[config.mk]
export PLATFORM = sky130hd
export DESIGN_NAME = bcd_to_bin_dabble
export DESIGN_NICKNAME = d
export VERILOG_FILES = /design/src/rtl/bcd_to_bin_dabble.sv
export SDC_FILE = /design/constraint.sdc
export NUM_CORES = 1
export LEC_CHECK = 0
export BUFFER_PORTS_ARGS = -buffer_cell sky130_fd_sc_hd__buf_4
export CAP_MARGIN = 30
export CORE_MARGIN = 4
export CORE_UTILIZATION = 44
export CTS_CLUSTER_DIAMETER = 40
export DETAILED_ROUTE_END_ITERATION = 7
export PLACE_DENSITY = 0.72
export SLEW_MARGIN = 20
export SYNTH_ARGS = -nofsm -noshare
export SYNTH_HDL_FRONTEND = slang
export SYNTH_SLANG_ARGS = --single-unit
[constraint.sdc]
create_clock -name clk -period 1.5 [get_ports clk]
set_input_delay 0.075 -clock clk [delete_from_list [all_inputs] [get_ports clk]]
set_output_delay 0.075 -clock clk [all_outputs]
set_load 0.01 [all_outputs]
[src/rtl/bcd_to_bin_dabble.sv]
// Reverse double-dabble BCD-to-binary converter.
// Shifts {bcd,bin} right one bit per clock, correcting digits >= 8 by -3.
module bcd_to_bin_dabble #(
  parameter int DIGITS = 3,
  parameter int BIN_W  = 10
) (
  input  logic                  clk,
  input  logic                  rst,
  input  logic                  start,
  input  logic [4*DIGITS-1:0]   bcd_in,
  output logic                  busy,
  output logic                  done,
  output logic [BIN_W-1:0]      bin_out,
  output logic                  err
);

  localparam int BCD_W  = 4 * DIGITS;
  localparam int WORK_W = BCD_W + BIN_W;
  localparam int CNT_W  = $clog2(BIN_W + 1);

  typedef enum logic {
    IDLE,
    SHIFT
  } state_t;

  state_t            state_q, state_d;
  logic [WORK_W-1:0] work_q, work_d;
  logic [WORK_W-1:0] adj;
  logic [CNT_W-1:0]  cnt_q, cnt_d;
  logic              err_q, err_d;
  logic              bad;
  logic              done_d;
  logic [BIN_W-1:0]  bin_d;
  logic              erro_d;

  always_comb begin
    bad = 1'b0;
    for (int i = 0; i < DIGITS; i++) begin
      if (bcd_in[4*i +: 4] > 4'd9) bad = 1'b1;
    end
  end

  // One iteration: shift, then fix every BCD digit in parallel.
  always_comb begin
    adj = work_q >> 1;
    for (int i = 0; i < DIGITS; i++) begin
      if (adj[BIN_W+4*i +: 4] >= 4'd8)
        adj[BIN_W+4*i +: 4] = adj[BIN_W+4*i +: 4] - 4'd3;
    end
  end

  always_comb begin
    state_d = state_q;
    work_d  = work_q;
    cnt_d   = cnt_q;
    err_d   = err_q;
    done_d  = 1'b0;
    bin_d   = bin_out;
    erro_d  = err;
    unique case (state_q)
      IDLE: begin
        if (start) begin
          work_d  = {bcd_in, {BIN_W{1'b0}}};
          cnt_d   = CNT_W'(BIN_W);
          err_d   = bad;
          state_d = SHIFT;
        end
      end
      SHIFT: begin
        work_d = adj;
        cnt_d  = cnt_q - CNT_W'(1);
        if (cnt_q == CNT_W'(1)) begin
          state_d = IDLE;
          done_d  = 1'b1;
          bin_d   = err_q ? '0 : adj[BIN_W-1:0];
          erro_d  = err_q;
        end
      end
      default: state_d = IDLE;
    endcase
  end

  always_ff @(posedge clk or negedge rst) begin
    if (!rst) begin
      state_q <= IDLE;
      work_q  <= '0;
      cnt_q   <= '0;
      err_q   <= 1'b0;
      done    <= 1'b0;
      bin_out <= '0;
      err     <= 1'b0;
    end else begin
      state_q <= state_d;
      work_q  <= work_d;
      cnt_q   <= cnt_d;
      err_q   <= err_d;
      done    <= done_d;
      bin_out <= bin_d;
      err     <= erro_d;
    end
  end

  assign busy = (state_q == SHIFT);

endmodule

== Word level (Yosys, flattened, before mapping) ==
Cells that the tools add are included.

* Register bits: 40
* Output and inout port bits: 13
* Bits in latches: 0
* Logic and storage cells: 38
* Memories kept: 0
* Input port bits: 15
* Bits in read-only memories: 0
* Bits in writable memories: 0

* Shifts and indexed selects: 0
* Bitwise gates (word level): 1
* Add/subtract/negate cells: 4
* Multiply operators: 0
* Order comparisons: 6
* Eq/ne operators: 2
* Divide/modulo/power cells: 0
* Reductions and logical operators: 2
* Mux-type cells: 16

{| class="wikitable"
|+ Operators by type and width
! operator !! count
|-
| 22-bit one-hot mux with 2 select lines || 1
|-
| 22-bit 2-to-1 mux || 1
|-
| 4-bit 2-to-1 mux || 4
|-
| 4-bit greater-than comparator, second input constant || 3
|-
| 10-bit 2-to-1 mux || 1
|-
| 4-bit greater-or-equal comparator, second input constant || 2
|-
| 4-bit one-hot mux with 2 select lines || 1
|-
| 4-bit by 2-bit subtractor with 4-bit output, second input constant || 2
|-
| 1-bit 2-to-1 mux || 7
|-
| 4-bit by 1-bit == test with 1-bit output, second input constant || 1
|-
| 3-bit by 4-bit greater-or-equal comparator with 1-bit output, second input constant || 1
|-
| 2-bit AND reduction || 2
|-
| 3-bit by 2-bit subtractor with 4-bit output, second input constant || 1
|-
| 4-bit by 1-bit subtractor with 4-bit output, second input constant || 1
|-
| 2-bit inequality test, second input constant || 1
|-
| 1-bit one-hot mux with 2 select lines || 1
|-
| 1-bit NOT || 1
|}

== Logic depth before layout (Yosys ltp) ==
Gate-level depths: netlist (run 1).

* Word-level depth: 4
* Mapped depth: 6
* Gate-level depth less buffers: 5

== Least setup slack after synthesis (run 1) ==
Ideal clock, no wire load.

* Path type: reg2reg
* Start: register cnt_q[1]
* End: register err
* Stages on the path, launching flop included: 5
* Slack: 0.332 ns
* Data required time: 1.372 ns
* Library setup time: 0.128 ns
* Buffers on the path: 0
* Arrival time: 1.041 ns
* Cells stage by stage: dfrtp_1 -> inv_1 -> ha_1 -> nand4bb_1 -> mux2_1

* Word-level cells in the longest chain between the ends: 2

{| class="wikitable"
|+ Ends and longest elaborated chain
! what !! RTL line !! text
|-
| start: declaration || 29 || <nowiki>logic [CNT_W-1:0] cnt_q, cnt_d;</nowiki>
|-
| start signal: assignment || 95 || <nowiki>cnt_q <= cnt_d;</nowiki>
|-
| 4-bit by 1-bit == test with 1-bit output || 72 || <nowiki>if (cnt_q == CNT_W'(1)) begin</nowiki>
|-
| 2-bit AND reduction (no source line) || n/a ||
|-
| end signal: assignment || 99 || <nowiki>err <= erro_d;</nowiki>
|-
| end: declaration || 14 || <nowiki>output logic err</nowiki>
|}

No other way between the ends.
A chain may end at the register's enable or synchronous reset.

== Worst setup path in the final report (run 1) ==
* Start: register cnt_q[1]
* End: register bin_out[8]

* Word-level cells in the longest chain between the ends: 2

{| class="wikitable"
|+ Ends and longest elaborated chain
! what !! RTL line !! text
|-
| 4-bit by 1-bit == test with 1-bit output || 72 ||
|-
| 2-bit AND reduction (no source line) || n/a ||
|-
| end signal: assignment || 98 || <nowiki>bin_out <= bin_d;</nowiki>
|-
| end: declaration || 13 || <nowiki>output logic [BIN_W-1:0] bin_out,</nowiki>
|}

No other way between the ends.

==> impl_results.md, run 1 <==
- Die Y: about 73 um
- Met2 usage: 22.14%
- Cell Int Power: ~2600 uW
- Adder-cell area share of the yosys netlist: 4.019%
- Clk_skew: 0.004152 ns
- Seq pwr share: 46.5%
- Synth top area share: 52.24%
- Critical path class: flip-flop to flip-flop
- Pin count of the biggest net entering global routing: 40
- Max-Cap Viols: 0
- Top cells by area, synth: dfrtp_1 (52%), nand2b_1 (6.7%), nand2_1 (5.4%)
- Worst-Margin Slew: just under 0.5 ns
- Final Max Tran Viols: 0
- CTS sink cnt: 39
- Top Usage Layer GRT: met2
- TritonCTS clock tree: built
- Post-CTS Repair Setup Buffers: 0
- Period utilisation layout: 82.85%
- GRT Total Usage: between 10 and 15%
- Vias in the first global route: 1,268
- Die area: 5352 um^2
- Global-route wire length before repair: 5782 um
- Initial Util: 46.04%
- Cell Rows: 23
- Antenna Nets Post-Route: 0
- Crit-path cells: inv_1 > ha_1 > nand4bb_1 > buf_4 > nand2_1 > o21ai_1
- Antenna diodes: 0
- Layout Cells excl Fill: approximately 260
- Clk buf depth: 2
- Status: finished, final reports clean
- Share of cells above drive strength 1: approximately 18%
- CP required: 1.67 ns
- Synth Area in Simple Gates: 16.68%
- Max rail drop VDD: 0.7007 mV
- Max Freq: 804.7 MHz
- # port buffers: 27
- Leakage: between 0.001 and 0.0015 uW
- Congestion Overflow GR: 0
- GRT met1 Usage: 17.85%
- Vias: 1,311
- WL/cell: 12.76 um
- Sum Neg Setup Slack: 0 ns
- Gp weighted congestion: 0.7307
- Sw Ratio: 35.70%
- Min cycle time layout: 1.243 ns
- Filler instances: 358
- Top Ports: 28
- Starting DRT DRC Count: 86
- Vias per inst: 4.985
- DP Wirelength: 2303 um
- Placed insts: about 260
- Area leader, netlist: dfrtp_1
- Most used DFF post-synth: dfrtp_1
- Max incr delay on CP: 0.40 ns
- Part of the Yosys area used for sequential elements: 52.24%
- Final wirelength: 3355 um
- Synth Cell Area: about 1900 um^2
- CP Capture Type: flip-flop
- Synth Area in XOR/XNOR: 2.813%
- Seq cells post-synth: 39
- Final setup violation count: 0
- Initial antenna violation count: 0
- Critical Path Start Type: flip-flop
- Clock insertion delay at the later pin of the skew report: 0.29 ns
- Worst hold path class: primary input to flip-flop
- Top-count cell post-synth: dfrtp_1
- H-tree depth: 2
- Post-synth top cells: dfrtp_1 (39), nand2_1 (27), nand2b_1 (20)
- Synth Area in Compound Gates: 12.73%
- CTS Buf Count: 5
- PwrDens: 1845 nW/um^2
- Final Hold Viols: 0
- Crit path DAT: roughly 1.4 ns
- Worst-path clk slew: 0.07 ns
- RSZ-0062 raised after global routing: no
- Share of total power in combinational logic: around 38%
- Rel. slew slack: 67.41%
- Number of flops mapped to enable cells by yosys: 0
- Layout Area Growth over Synthesis: 17.35%
- Clock power frac: 15.9%
- Switching pwr: 1444 uW
- Final Net Count: 235
- Warnings from Yosys: 0
- Root Driver: clkbuf_8
- Distinct cells, synth: 25
- Post-Syn Nets: between 200 and 250
- Post-synthesis average cell area: 10.04 um^2
- Die Wd: 73.16 um
- Main combinational cell family by area after synthesis: simple AND/OR/NAND/NOR gates
- First-pass detailed-route iteration total: 4
- Core footprint: around 4000 um^2
- Slowest CP cell: dfrtp_1
- Post-synthesis cell count: approximately 190
- GR Util met3: 4.270%
- Post-layout util: 54.02%
- Async set-reset flop share out of synthesis: between 90% and 100%
- Worst-path fanout max: 21
- Multiplexer share of the synthesized area: 6.564%
- Post-route DRC: 0
registers in the layout, indices dropped and copies added, names as in the netlist:
| name | flops |
|---|---|
| err | 1 |
| err_q | 1 |
| busy | 1 |
| done | 1 |
| bin_out | 10 |
| work_q | 21 |
| cnt_q | 4 |
final cells by class:
class | count | area [um^2] | share of cell area (%)
sequential | 39 | 975.9 | 44.52
inverter | 7 | 26.28 | 1.199
tap | 50 | 62.56 | 2.854
timing repair buffer | 32 | 255.2 | 11.64
multi-input combinational | 129 | 799.5 | 36.47
clock buffer | 6 | 72.57 | 3.311
per-stage QoR:
stage	cell area (um^2)	hold WS [ns]	worst slack (ns)	total power, uW
detailed placement	2110	0.07600	0.2604	3442
floorplan	1868	-0.2206	0.3315	2917
CTS	2192	0.04241	0.2521	4094
global placement	2110	0.07686	0.3074	3371
global route	2192	0.05341	0.1528	4401
finish	2192	0.04768	0.2573	4045
power groups by stage:
stage	Combinational (uW)	Clock, uW	Sequential [uW]
after detailed placement	1550	0	1890
final	1520	645	1880
after global routing	1740	702	1950
after global placement	1490	0	1880
after floorplan	1080	0	1840
after CTS	1550	661	1880
what timing repair did:
item	in CTS	in global routing
hold endpoints to repair	39	0
resized for setup	0	0
hold buffers	1	0
final timing paths:
check	from	to	slack, ns	depth (start not counted)
worst min-delay path	bcd_in[11]	work_q[21]	0.05	3
worst max-delay path	cnt_q[1]	bin_out[8]	0.26	6
min in group asynchronous	rst	bin_out[7]	0.29	2
worst min register to register	bin_out[5]	bin_out[5]	0.49	2
max in group asynchronous	rst	bin_out[5]	0.87	2
worst max register to register	cnt_q[1]	bin_out[8]	0.26	6
placed cells by master (no fill, tap or decap), types with 6 or more instances in the layout:
cell type,n
nand2_1,27
ha_1,6
a21oi_1,8
dfrtp_1,39
inv_1,7
mux2i_1,10
nor2b_1,7
nand2b_1,20
o21ai_0,10
o21ai_1,18
buf_4,30
kinds of logic after synthesis:
| kind of cell | after synthesis |
|---|---|
| AO/OA/AOI/OAI | 43 |
| XOR/XNOR | 6 |
| adder cells (fa/ha/maj) | 6 |
| multiplexers | 12 |
| flip-flops | 39 |
| AND/OR/NAND/NOR | 62 |
| buffers and inverters | 18 |
routing by layer:
layer	vias up	routed length, um
met2	24	1562
met4	0	55
met3	6	156
met5	-	0
met1	612	1579
li1	669	-
worst max-delay path: cells and delay by family, from the launching register on:
| kind | cells | cell delay (ns) |
|---|---|---|
| buffers and inverters | 2 | 0.31 |
| and+or+nand+nor | 2 | 0.21 |
| adders and majority gates | 1 | 0.14 |
| DFF | 1 | 0.40 |
| AOI/OAI and AO/OA | 1 | 0.06 |
No activity file was read; power rests on OpenSTA's default activity.
==> inputs of run 2 (changes only) <==
--- a/config.mk
+++ b/config.mk
@@ -11,7 +11,7 @@
 export CORE_UTILIZATION = 44
 export CTS_CLUSTER_DIAMETER = 40
 export DETAILED_ROUTE_END_ITERATION = 7
-export PLACE_DENSITY = 0.72
+export PLACE_DENSITY = 0.75
 export SLEW_MARGIN = 20
 export SYNTH_ARGS = -nofsm -noshare
 export SYNTH_HDL_FRONTEND = slang
==> constraint.sdc (replaced) <==
create_clock -name clk -period 1.1 [get_ports clk]
set_input_delay 0.055 -clock clk [delete_from_list [all_inputs] [get_ports clk]]
set_output_delay 0.055 -clock clk [all_outputs]
set_load 0.01 [all_outputs]
==> impl_results.md, run 2 (same netlist as run 1, synthesis figures left out) <==
- Post-route DRC: 0 (unchanged)
- Cell Rows: 23 (unchanged)
- Die area: 5352 um^2 (unchanged)
- Root Driver: clkbuf_8
- Failing checks: negative setup slack
- Pin count of the biggest net entering global routing: 40 (unchanged)
- Worst-path clk slew: 0.07 ns (about the same)
- PwrDens: 2657 nW/um^2 (+44%)
- Worst flop-to-flop path endpoint: err
- Vias: 1,438 (+9.7%)
- Die Wd: 73.16 um (unchanged)
- Worst hold path class: primary input to flip-flop
- H-tree depth: 2 (unchanged)
- Final worst setup slack: -0.1064 ns (-0.3637 ns)
- Switching pwr: 2361 uW (+63%)
- Top Ports: 28 (unchanged)
- Final wirelength: 3906 um (+16%)
- Share of total power in combinational logic: 46.1% (+8.5 points)
- Multi-input combinational cell area: 929.6 um^2 (+16%)
- FF+latch area: 977.2 um^2 (+0.13%)
- TritonCTS clock tree: built
- Cell Int Power: 4401 uW (+69%)
- Clk buf depth: 2 (unchanged)
- Reg2reg setup slack: -0.11 ns (-0.36 ns)
- Max-Cap Viols: 0 (unchanged)
- Commonest cells after routing, fill and taps aside: buf_4 (42), dfrtp_1 (38), nand2_1 (26), o21ai_1 (16), nand2b_1 (15)
- Seq pwr share: 38.6% (-7.9 points)
- CTS sink cnt: 39 (unchanged)
- Reg2Reg Depth: 4 (-2)
- Post-route cell area: 2545 um^2 (+16%)
- Layout Area Growth over Synthesis: 36.24%
- Commonest non-fill, non-tap cell in the layout: buf_4
- Vias in the first global route: 1,405 (+11%)
- Placed insts: 266 (+3.9%)
- Clk_skew: 0.003106 ns (-0.001047 ns)
- Final setup violation count: 13 (+13)
- Filler instances: 334 (-6.7%)
- Antenna Nets Post-Route: 0 (unchanged)
- Final Max Tran Viols: 0 (unchanged)
- Gp weighted congestion: 0.7421 (+1.6%)
- Antenna diodes: 0 (unchanged)
- CP Capture Type: flip-flop
- Max rail drop VDD: 1.037 mV (+48%)
- Max Freq: 828.9 MHz (+3.0%)
- Layout Cells excl Fill: 283 (+7.6%)
- Rel. slew slack: 66.50% (-0.92 points)
- Dpl ws: -0.1357 ns (-0.3961 ns)
- Crit-path cells: inv_2 > ha_4 > nand4bb_4 > mux2_4
- Die Y: 73.16 um (unchanged)
- DP Wirelength: 2408 um (+4.5%)
- Slowest CP cell: dfrtp_1
- Final Net Count: 253 (+7.7%)
- Min-delay src: bcd_in[11]
- DP Area: 2185 um^2 (+3.6%)
- Biggest regs: work_q: 21 flops, bin_out: 10 flops, cnt_q: 4 flops
- Critical Path Start Type: flip-flop
- # port buffers: 27 (unchanged)
- Top reg by flops: work_q
- CP required: 1.27 ns (-0.40 ns)
- Hold Crit Endpoint: work_q[21]
- Final Hold Viols: 0 (unchanged)
- Sw Ratio: 34.91% (-0.79 points)
- First-pass detailed-route iteration total: 4 (unchanged)
- Top delay family on crit path: flip-flops
- Starting DRT DRC Count: 108 (+26%)
- Clock power frac: 15.3% (-0.6 points)
- Initial antenna violation count: 0 (unchanged)
- Vias per inst: 5.081 (+1.9%)
- RSZ-0062 raised after global routing: yes
- Worst-Margin Slew: 0.5025 ns (+0.01373 ns)
- Status: finished, violations left
- Critical path class: flip-flop to flip-flop
- Clock insertion delay at the later pin of the skew report: 0.28 ns (about the same)
- Max incr delay on CP: 0.39 ns (about the same)
- Min cycle time layout: 1.206 ns (-0.03630 ns)
- GRT Total Usage: 15.36% (+1.4 points)
- Global-route wire length before repair: 6458 um (+12%)
- Core footprint: 4058 um^2 (unchanged)
- Worst-path fanout max: 3 (-86%)
- Share of cells above drive strength 1: 35.19% (+17 points)
- Bufs and invs on worst path: 1 (-1)
- Worst reg2reg startpoint: cnt_q[1]
- WL/cell: 13.80 um (+8.2%)
- Crit path DAT: 1.37 ns (-0.04 ns)
- Largest register FFs: 21 (unchanged)
- CTS Buf Count: 5 (unchanged)
- Sum Neg Setup Slack: -1.000 ns (-1.000 ns)
- Congestion Overflow GR: 0 (unchanged)
- Leakage: 0.001214 uW (+19%)
- Period utilisation layout: 109.7% (+27 points)
- Initial Util: 46.04% (unchanged)
- Hold Path Stages: 3 (unchanged)
run 2: cell count changes in the layout (fill, tap and decap cells not counted), moves of 4 or more:
cell      before  now
buf_4         30   42
nand2b_1      20   15
nand2b_4       0    5
ha_1           6    2
run 2: repair_timing:
item / 4_1_cts / 5_1_grt
gates cloned: 1 / 0
hold buffers: 1 / 0
endpoints found under the setup margin: 18 / 27
hold endpoints to repair: 39 / 0
resized for setup: 12 / 26
setup buffers: 3 / 4
pin swaps: 1 / 10
run 2: layout make-up:
cell class | instances | area share [%]
clock buffers | 8 | 3.933
inverters | 7 | 1.131
multi-input cells | 129 | 36.53
flip-flops and latches | 39 | 38.40
well taps | 50 | 2.458
repair buffers | 50 | 17.55
run 2: worst register-to-register path, delay by kind of cell (launching register included):
| family | cells | cell delay, ns |
|---|---|---|
| flip-flops | 1 | 0.39 |
| multiplexers | 1 | 0.32 |
| AND/OR/NAND/NOR | 1 | 0.15 |
| adder cells (fa/ha/maj) | 1 | 0.14 |
| buffers and inverters | 1 | 0.08 |
run 2: worst max-delay path by stage:
stage / start / to / slack [ns] / depth (start not counted)
2_1_floorplan: cnt_q[1] / err / -0.07 / 4
3_3_place_gp: cnt_q[1] / bin_out[8] / -0.1 / 6
3_5_place_dp: cnt_q[1] / bin_out[0] / -0.14 / 6
4_1_cts: cnt_q[1] / bin_out[0] / -0.12 / 6
5_1_grt: cnt_q[1] / bin_out[6] / -0.16 / 6
6_report: cnt_q[1] / err / -0.11 / 4
run 2: power by group through the flow:
stage               sequential [uW]  combinational [uW]  clock (uW)
detailed placement             2550                2390           0
finish                         2610                3120        1030
global placement               2530                2280           0
CTS                            2560                2710        1060
floorplan                      2510                1470           0
global route                   2710                3440        1120
run 2: per-layer routing:
metal / up-vias / routed length (um) / global-route usage [%]
li1: 714 / - / -
met1: 699 / 1718 / 20.18
met2: 23 / 2024 / 26.12
met3: 2 / 135 / 2.893
met4: 0 / 27 / 3.689
met5: - / 0 / 0
run 2: metrics by stage:
step / total power [uW] / util (%) / hold slack, ns
detailed placement: 4942 / 53.84 / 0.06012
global route: 7261 / 62.72 / 0.03861
finish: 6762 / 62.72 / 0.02642
CTS: 6334 / 59.08 / 0.02471
global placement: 4812 / 53.84 / 0.06004
floorplan: 3977 / - / -0.2406
